### src/rtl/conv_arb_pkg.sv
`default_nettype none
// ============================================================================
// Module      : conv_arb_pkg
// Description : Shared types for the convolution-engine arbiter: the FSM
//               state encoding, the row width in bytes and the byte type.
// Revision    : 1.0 - initial release
// ============================================================================
package conv_arb_pkg;

    localparam int ROW_BYTES = 16;

    typedef logic [7:0] byte_t;

    typedef enum logic [1:0] {
        S_IDLE  = 2'd0,
        S_SEND  = 2'd1,
        S_WAIT  = 2'd2,
        S_WRITE = 2'd3
    } state_t;

endpackage
`default_nettype wire

### src/rtl/conv_arbiter_rr.sv
`default_nettype none
// ============================================================================
// Module      : rr_arbiter
// Description : Purely combinational round-robin picker. Search starts at
//               (last_i + 1) mod NREQ and wraps; the first set request wins.
// Ports       : req_i       - request vector
//               last_i      - index of the previous winner
//               gnt_o       - one-hot grant (zero when no request)
//               gnt_idx_o   - binary index of the winner
//               gnt_valid_o - at least one request present
// Revision    : 1.0 - initial release
// ============================================================================
module rr_arbiter #(
    parameter  int NREQ = 2,
    localparam int IW   = $clog2(NREQ)
) (
    input  logic [NREQ-1:0] req_i,
    input  logic [IW-1:0]   last_i,
    output logic [NREQ-1:0] gnt_o,
    output logic [IW-1:0]   gnt_idx_o,
    output logic            gnt_valid_o
);

    logic [IW-1:0] cand;
    logic          found;

    always_comb begin
        gnt_o     = '0;
        gnt_idx_o = '0;
        found     = 1'b0;
        cand      = '0;
        // k runs 1..NREQ so the previous winner is examined last.
        for (int k = 1; k <= NREQ; k++) begin
            cand = IW'((int'(last_i) + k) % NREQ);
            if (!found && req_i[cand]) begin
                found       = 1'b1;
                gnt_o[cand] = 1'b1;
                gnt_idx_o   = cand;
            end
        end
        gnt_valid_o = found;
    end

endmodule
`default_nettype wire

### src/rtl/conv_arbiter.sv
`default_nettype none
// ============================================================================
// Module      : conv_arbiter
// Description : Shares one convolution engine among NREQ requesters. A
//               16-byte row is accepted from the round-robin winner, sent to
//               the engine as CHUNKS = 16/N chunks (one outstanding at a
//               time), reassembled, and returned to the same requester.
// Ports       : clk, reset (async, active-low)
//               valid_i/ready_i/i        - request side (ready_i is an output)
//               valid_o/ready_o/o        - result side (ready_o is an input)
//               conv_valid_i/conv_in     - chunk launch to engine
//               conv_valid_o/conv_out    - chunk result from engine
//               grant_id                 - requester currently served
//               busy                     - transaction in progress
// Revision    : 1.0 - initial release
// ============================================================================
module conv_arbiter
    import conv_arb_pkg::*;
#(
    parameter int NREQ = 2,
    parameter int N    = 16
) (
    input  logic                                 clk,
    input  logic                                 reset,
    input  logic  [NREQ-1:0]                     valid_i,
    output logic  [NREQ-1:0]                     ready_i,
    input  byte_t [NREQ-1:0][ROW_BYTES-1:0]      i,
    output logic  [NREQ-1:0]                     valid_o,
    input  logic  [NREQ-1:0]                     ready_o,
    output byte_t [ROW_BYTES-1:0]                o,
    output logic                                 conv_valid_i,
    output byte_t [N-1:0]                        conv_in,
    input  logic                                 conv_valid_o,
    input  byte_t [N-1:0]                        conv_out,
    output logic  [$clog2(NREQ)-1:0]             grant_id,
    output logic                                 busy
);

    localparam int CHUNKS = ROW_BYTES / N;
    localparam int CW     = (CHUNKS > 1) ? $clog2(CHUNKS) : 1;
    localparam int IW     = $clog2(NREQ);
    localparam int W      = N * 8;
    localparam int RW     = ROW_BYTES * 8;

    state_t          state_q, state_d;
    logic [CW-1:0]   idx_q,   idx_d;
    logic [IW-1:0]   grant_q, grant_d;
    logic [IW-1:0]   last_q,  last_d;
    logic [RW-1:0]   row_q,   row_d;
    logic [RW-1:0]   res_q,   res_d;

    logic [NREQ-1:0] arb_gnt;
    logic [IW-1:0]   arb_idx;
    logic            arb_valid;

    rr_arbiter #(
        .NREQ (NREQ)
    ) u_rr (
        .req_i       (valid_i),
        .last_i      (last_q),
        .gnt_o       (arb_gnt),
        .gnt_idx_o   (arb_idx),
        .gnt_valid_o (arb_valid)
    );

    always_ff @(posedge clk or negedge reset) begin
        if (!reset) begin
            state_q <= S_IDLE;
            idx_q   <= '0;
            grant_q <= '0;
            // Pointer starts at the top so requester 0 wins the first round.
            last_q  <= IW'(NREQ - 1);
            row_q   <= '0;
            res_q   <= '0;
        end else begin
            state_q <= state_d;
            idx_q   <= idx_d;
            grant_q <= grant_d;
            last_q  <= last_d;
            row_q   <= row_d;
            res_q   <= res_d;
        end
    end

    always_comb begin
        state_d      = state_q;
        idx_d        = idx_q;
        grant_d      = grant_q;
        last_d       = last_q;
        row_d        = row_q;
        res_d        = res_q;
        ready_i      = '0;
        valid_o      = '0;
        conv_valid_i = 1'b0;

        case (state_q)
            S_IDLE: begin
                if (arb_valid) begin
                    ready_i = arb_gnt;
                    grant_d = arb_idx;
                    row_d   = i[arb_idx];
                    state_d = S_SEND;
                end
            end
            S_SEND: begin
                conv_valid_i = 1'b1;
                state_d      = S_WAIT;
            end
            S_WAIT: begin
                // Engine results are only consumed here, so a stray
                // conv_valid_o in any other state cannot corrupt the row.
                if (conv_valid_o) begin
                    res_d[int'(idx_q)*W +: W] = conv_out;
                    if (idx_q == CW'(CHUNKS - 1)) begin
                        idx_d   = '0;
                        state_d = S_WRITE;
                    end else begin
                        idx_d   = idx_q + CW'(1);
                        state_d = S_SEND;
                    end
                end
            end
            S_WRITE: begin
                valid_o[grant_q] = 1'b1;
                if (ready_o[grant_q]) begin
                    last_d  = grant_q;
                    state_d = S_IDLE;
                end
            end
            default: begin
                state_d = S_IDLE;
            end
        endcase
    end

    assign conv_in  = row_q[int'(idx_q)*W +: W];
    assign o        = res_q;
    assign grant_id = grant_q;
    assign busy     = (state_q != S_IDLE);

endmodule
`default_nettype wire

### config.mk
export PLATFORM = sky130hd
export DESIGN_NAME = conv_arbiter
export DESIGN_NICKNAME = d
export VERILOG_FILES = /design/src/rtl/conv_arb_pkg.sv /design/src/rtl/conv_arbiter_rr.sv /design/src/rtl/conv_arbiter.sv
export SDC_FILE = /design/constraint.sdc
export NUM_CORES = 1
export LEC_CHECK = 0
export CORE_AREA = 3 3 253 255
export CTS_CLUSTER_DIAMETER = 200
export DETAILED_ROUTE_END_ITERATION = 7
export DIE_AREA = 0 0 256 258
export GPL_ROUTABILITY_DRIVEN = 0
export PLACE_DENSITY = 0.42
export SLEW_MARGIN = 0
export SYNTH_ARGS = -nofsm -noshare
export SYNTH_HDL_FRONTEND = slang
export SYNTH_SLANG_ARGS = --single-unit
### constraint.sdc
create_clock -name clk -period 1.8 [get_ports clk]
set_input_delay 0.45 -clock clk [delete_from_list [all_inputs] [get_ports clk]]
set_output_delay 0.45 -clock clk [all_outputs]
set_load 0.1 [all_outputs]
# Word-level counts from Yosys, hierarchy flattened
# Cells that the tools add are included.
classes:
  bitwise_logic: 1
  n_lt_le_gt_ge: 7
  n_mux: 31
  n_reduce_logical: 11
  n_shift: 3
  eq_ne: 6
  add_sub_neg: 4
ops:
  columns: ["cell", "count"]
  rows:
  - ["128-bit 2-to-1 mux", 2]
  - ["128-bit bitwise mux", 1]
  - ["128-bit by 33-bit variable shift with 128-bit output (first input constant)", 1]
  - ["128-bit by 33-bit variable part select with 128-bit output", 1]
  - ["128-bit by 9-bit variable part select with 128-bit output", 1]
  - ["8-bit negator with 33-bit output", 1]
  - ["2-bit 2-to-1 mux", 9]
  - ["1-bit 2-to-1 mux", 15]
  - ["1-bit by 2-bit < comparator with 1-bit output (second input constant)", 4]
  - ["2-bit case mux with 4 select lines", 1]
  - ["2-bit != test (second input constant)", 3]
  - ["2-bit AND reduction", 3]
  - ["2-bit equality test (second input constant)", 2]
  - ["1-bit logical AND", 4]
  - ["1-bit adder (second input constant)", 3]
  - ["1-bit demux with 1-bit select", 3]
  - ["1-bit >= comparator (second input constant)", 3]
  - ["3-bit AND reduction", 1]
  - ["2-bit by 1-bit equality test with 1-bit output (second input constant)", 1]
  - ["2-bit logical NOT", 1]
  - ["2-bit bitwise OR", 1]
  - ["2-bit nonzero test", 1]
  - ["1-bit logical NOT", 1]
totals:
  input_bits: 391
  ff_bits: 261
  out_inout_bits: 263
  word_cells: 69

# Longest topological paths before layout
depth:
  ltp_word: 10
  mapped_depth: 8
  mapped_depth_nobuf: 5

# Cells and area by module
# A second synthesis with hierarchy kept.
hier_totals:
  cells_unflattened: 861
  hier_area_um2: 10851.7
by_module_without_submodules:
  columns: ["module", "seq_area_each_um2", "instances", "area_each_um2", "cells_per_inst"]
  rows:
  - ["conv_arbiter", 6507.5, 1, 10819.1, 856]
  - ["rr_arbiter", 0.0, 1, 32.5, 5]

# Least setup slack after synthesis
# No wires, ideal clock.
synth_path:
  path_kind: "register -> output"
  startpoint: "register grant_q (netlist: grant_id)"
  endpoint: "output port valid_o[0]"
  arrival_ns: 2.264
  setup_slack_ns: -0.914
  required_ns: 1.350
  path_buffers: 0
  path_stages_with_launch: 2
  cell_sequence: "dfrtp_1 > nor2b_1"
synth_via:
  elab_chain_len: 5
  elab_cells_between_ends: 6
  classes_between: "order compare: 2; mux: 3; reduce/logical: 1"
synth_rtl:
  columns: ["item", "line_no", "source"]
  rows:
  - ["start: declaration", "conv_arbiter.sv:47", "logic [IW-1:0] grant_q, grant_d;"]
  - ["start signal: assignment", "conv_arbiter.sv:78", "grant_q <= grant_d;"]
  - ["1-bit by 2-bit < comparator with 1-bit output (implied by the code) / 1-bit >= comparator (equally long branches)", "conv_arbiter.sv:124", "valid_o[grant_q] = 1'b1;"]
  - ["1-bit logical AND (implied by the code)", "conv_arbiter.sv:124", null]
  - ["1-bit 2-to-1 mux (implied by the code)", "conv_arbiter.sv:124", null]
  - ["1-bit demux with 1-bit select (*)", "conv_arbiter.sv:124", null]
  - ["2-bit 2-to-1 mux (*)", "conv_arbiter.sv:96", "case (state_q)"]
  - ["end: declaration", "conv_arbiter.sv:28", "output logic [NREQ-1:0] valid_o,"]
# Every way passes the cells marked *; elsewhere a longest branch is shown, timed or not.

# Worst setup path after layout
layout_path:
  startpoint: "register state_q[0]"
  endpoint: "output port ready_i[1]"
layout_via:
  elab_chain_len: 2
layout_rtl:
  columns: ["item", "line_no", "source"]
  rows:
  - ["start: declaration", "conv_arbiter.sv:45", "state_t state_q, state_d;"]
  - ["start signal: assignment", "conv_arbiter.sv:76", "state_q <= state_d;"]
  - ["2-bit logical NOT", "conv_arbiter.sv:96", null]
  - ["2-bit 2-to-1 mux", "conv_arbiter.sv:96", null]
  - ["end: declaration", "conv_arbiter.sv:26", "output logic [NREQ-1:0] ready_i,"]
# Every way passes these cells.

==> metrics.log <==
[metrics] share of layout cells above drive strength 1: 34.0%
[metrics] EDFF count, synth: 0
[metrics] main combinational cell family by area after synthesis: multiplexers
[metrics] endpoint of the worst setup timing path: ready_i[1]
[metrics] final worst-path setup slack: -297 ps
[metrics] count of nets after finishing: 1,972
[metrics] worst slack on hold paths: 378 ps
[metrics] number of vias in the routed layout: 9,272
[metrics] proportion of netlist area held by the largest area contributor: 59.5%
[metrics] data required time at the worst endpoint: 1350 ps
[metrics] largest cells by area after synthesis: sky130_fd_sc_hd__dfrtp_1, sky130_fd_sc_hd__mux2_2, sky130_fd_sc_hd__mux2i_1, sky130_fd_sc_hd__o21ai_1, sky130_fd_sc_hd__nand2_1
[metrics] post-synthesis compound-gate area fraction: 6.43%
[metrics] count of buffers inserted at the top-level ports: 653
[metrics] max-slew violation count: 0
[metrics] async set-or-reset flop fraction in the synthesized netlist: 100%
[metrics] final period demand of the worst path: 2100 ps
[metrics] violations in the final reports: negative setup slack
[metrics] worst reg2reg startpoint: state_q[0]$_DFFE_PN0P_
[metrics] Max H-tree Level: 2
[metrics] maximum clock insertion buffer count: 3
[metrics] Cell Area, Placed: 21,600 um2
[metrics] pre-CTS WS: -427 ps
[metrics] gate count after technology mapping: 858
[metrics] Netlist Area Pre-Place: 10,900 um2
[metrics] final std cell area, no fill: 23,000 um2
[metrics] clock-pin transition on the worst setup and hold timing paths: 60 ps
[metrics] kind of critical path: reg2out
[metrics] leading post-synthesis cells by instance count: sky130_fd_sc_hd__dfrtp_1, sky130_fd_sc_hd__nand2_1, sky130_fd_sc_hd__mux2_2, sky130_fd_sc_hd__mux2i_1, sky130_fd_sc_hd__o21ai_1
[metrics] period utilisation layout: 117%
[metrics] die outline area: 66,000 um2
[metrics] routed wire length per instance: 19.5 um
[metrics] Crit Path Max Fanout: 4
[metrics] aggregate routed wire length: 47.5 mm
[metrics] hpwl dp: 38.3 mm
[metrics] GRT Total Usage: 14.0%
[metrics] DRC: 0
[metrics] Pre-antenna DRT Iters: 4
[metrics] RSZ-0062 raised after global routing: yes
[metrics] synthesis-to-layout area growth: 111%
[metrics] clock insertion delay at the later pin of the skew report: 530 ps
[metrics] Worst setup SP type: flip-flop
[metrics] Post-synth top flop: sky130_fd_sc_hd__dfrtp_1
[metrics] filler instances: 6,042
[metrics] worst relative slew slack: 73.0%
[metrics] clock buffers created by TritonCTS: 35
[metrics] number of max-cap violations: 0
[metrics] part of the Yosys area used for sequential elements: 59.7%
[metrics] total grt overflow: 0
[metrics] Max Clock Skew: 18.8 ps
[metrics] die width: 256 um
[metrics] Synth Area in Adders: 0.459%
[metrics] flop-to-flop setup slack: -30 ps
[metrics] syn_area_per_cell: 12.7 um2
[metrics] CP arrival: 1650 ps
[metrics] area share of and/or/nand/nor cells after synthesis: 4.82%
[metrics] cell type with the highest aggregate area in the netlist: sky130_fd_sc_hd__dfrtp_1
[metrics] final count of negative-setup-slack endpoints: 38
[metrics] post-detailed-route count of antenna-violating nets: 0
[metrics] capturing element type of the critical path: output port
[metrics] area occupied by multi-input gates: 4110 um2
[metrics] violation count after the first detailed-routing iteration: 205
[metrics] vias in the first global route: 10,039
[metrics] global-route wire length before repair: 68.8 mm
[metrics] CTS tree: built
[metrics] number of core rows: 91
[metrics] slew at the pin closest to its max-slew limit: 404 ps
[metrics] floorplan die height: 258 um
[metrics] crit path launch: state_q[0]$_DFFE_PN0P_
[metrics] clock root buffer master: sky130_fd_sc_hd__clkbuf_16
[metrics] number of failing hold endpoints at the final stage: 0
[metrics] largest net degree at the start of global routing: 61
[metrics] placeable core region: 61,800 um2
[metrics] top-level I/O count: 654
[metrics] share of cell area taken by muxes after synthesis: 25.2%
[metrics] count of clock tree sinks: 260
[metrics] Seq cells post-synth: 260
[metrics] Syn. warnings: 0
[metrics] synthesized net count: 1,253
[metrics] f_max: 0.477 GHz
[metrics] worst min-delay path category: in2async
[metrics] cell depth of the worst flop-to-flop path: 6
[metrics] Distinct cells, synth: 23
[metrics] placed cells: 2,367
[metrics] register area: 6510 um2
[metrics] initial antenna violation count: 10
[metrics] run status: finished, violations left
[metrics] starting density of the core: 17.6%
[metrics] fraction of synthesized cell area in xor and xnor cells: 0%
[metrics] Final Instance Count excl. Fillers: 2,441
[metrics] average vias per placed instance: 3.80
[metrics] terminus of the critical flop-to-flop path: state_q[1]$_DFFE_PN0P_
[metrics] cell with the most instances after synthesis: sky130_fd_sc_hd__dfrtp_1
==> worst min path at each step <==
| stage | end | depth (start not counted) | slack [ps] | start |
|---|---|---|---|---|
| floorplan | grant_id$_DFFE_PN0P_ | 0 | 150 | reset |
| global placement | o[42]$_DFFE_PN0P_ | 1 | 320 | reset |
| detailed placement | o[9]$_DFFE_PN0P_ | 1 | 320 | reset |
| CTS | o[42]$_DFFE_PN0P_ | 2 | 330 | reset |
| global route | o[42]$_DFFE_PN0P_ | 2 | 370 | reset |
| finish | o[9]$_DFFE_PN0P_ | 2 | 380 | reset |
==> placed cells by master, fill, tap and decap left out, types with 3 or more instances in the layout <==
cell / synthesis / layout
sky130_fd_sc_hd__diode_2: 0 / 5
sky130_fd_sc_hd__buf_4: 1 / 60
sky130_fd_sc_hd__bufinv_16: 0 / 5
sky130_fd_sc_hd__mux2i_1: 129 / 128
sky130_fd_sc_hd__buf_12: 0 / 279
sky130_fd_sc_hd__nand2_1: 132 / 130
sky130_fd_sc_hd__dfrtp_1: 259 / 258
sky130_fd_sc_hd__clkinv_2: 0 / 3
sky130_fd_sc_hd__clkdlybuf4s50_1: 0 / 389
sky130_fd_sc_hd__clkbuf_8: 0 / 4
sky130_fd_sc_hd__buf_16: 0 / 5
sky130_fd_sc_hd__o21ai_1: 109 / 109
sky130_fd_sc_hd__mux2_2: 129 / 129
sky130_fd_sc_hd__clkbuf_16: 0 / 37
sky130_fd_sc_hd__nor2_1: 3 / 3
sky130_fd_sc_hd__o21ai_0: 19 / 19
sky130_fd_sc_hd__clkbuf_1: 13 / 10
==> area by class of cell <==
| type | instances | area share [%] |
|---|---|---|
| repair buffers | 738 | 44.0 |
| well taps | 837 | 4.55 |
| multi-input cells | 537 | 17.8 |
| inverters | 5 | 0.0979 |
| clock buffers | 51 | 4.43 |
| clock inverters | 8 | 0.718 |
| flip-flops and latches | 260 | 28.3 |
| diodes | 5 | 0.0544 |
==> stage by stage <==
stage / util [%] / setup TNS [ps]
3_5_place_dp: 35.0 / -58310
5_1_grt: 37.2 / -10310
4_1_cts: 37.1 / -6000
6_report: 37.2 / -1680
2_1_floorplan: - / -694
3_3_place_gp: 35.0 / -52360
==> cells by family after synthesis <==
kind of cell	count (synthesis)
buffers and inverters	62
AOI/OAI and AO/OA	136
adders and majority gates	4
DFF	260
muxes	258
and+or+nand+nor	138
==> critical path, stage by stage (launching register included) <==
cell	delay, ps
sky130_fd_sc_hd__dfrtp_1	420
sky130_fd_sc_hd__inv_2	90
sky130_fd_sc_hd__ha_4	170
sky130_fd_sc_hd__clkinvlp_4	120
sky130_fd_sc_hd__nor2_4	120
sky130_fd_sc_hd__buf_12	180
==> per-layer routing <==
metal / part of all wire (%) / vias up / GRT usage [%]
met1: 35 / 4350 / 14.2
met5: 0.15 / - / 0
li1: - / 4428 / -
met4: 1.9 / 10 / 3.67
met2: 52 / 425 / 25.5
met3: 11 / 59 / 7.07
==> what timing repair did <==
action | 4_1_cts | 5_1_grt
resized for setup | 14 | 6
endpoints found under the setup margin | 41 | 115
hold buffers | 1 | 0
buffers inserted | 3 | 3
gates cloned | 3 | 0
pin swaps | 2 | 1
endpoints found under the hold margin | 15 | 0
==> sequential cells by signal (all words and copies together), names as in the netlist <==
signal    flops
last_q        1
state_q       2
grant_id      1
row_q       128
o           128
Power is not shown: default switching activity piles up to over one toggle a cycle in this logic, so the estimate is an artifact.
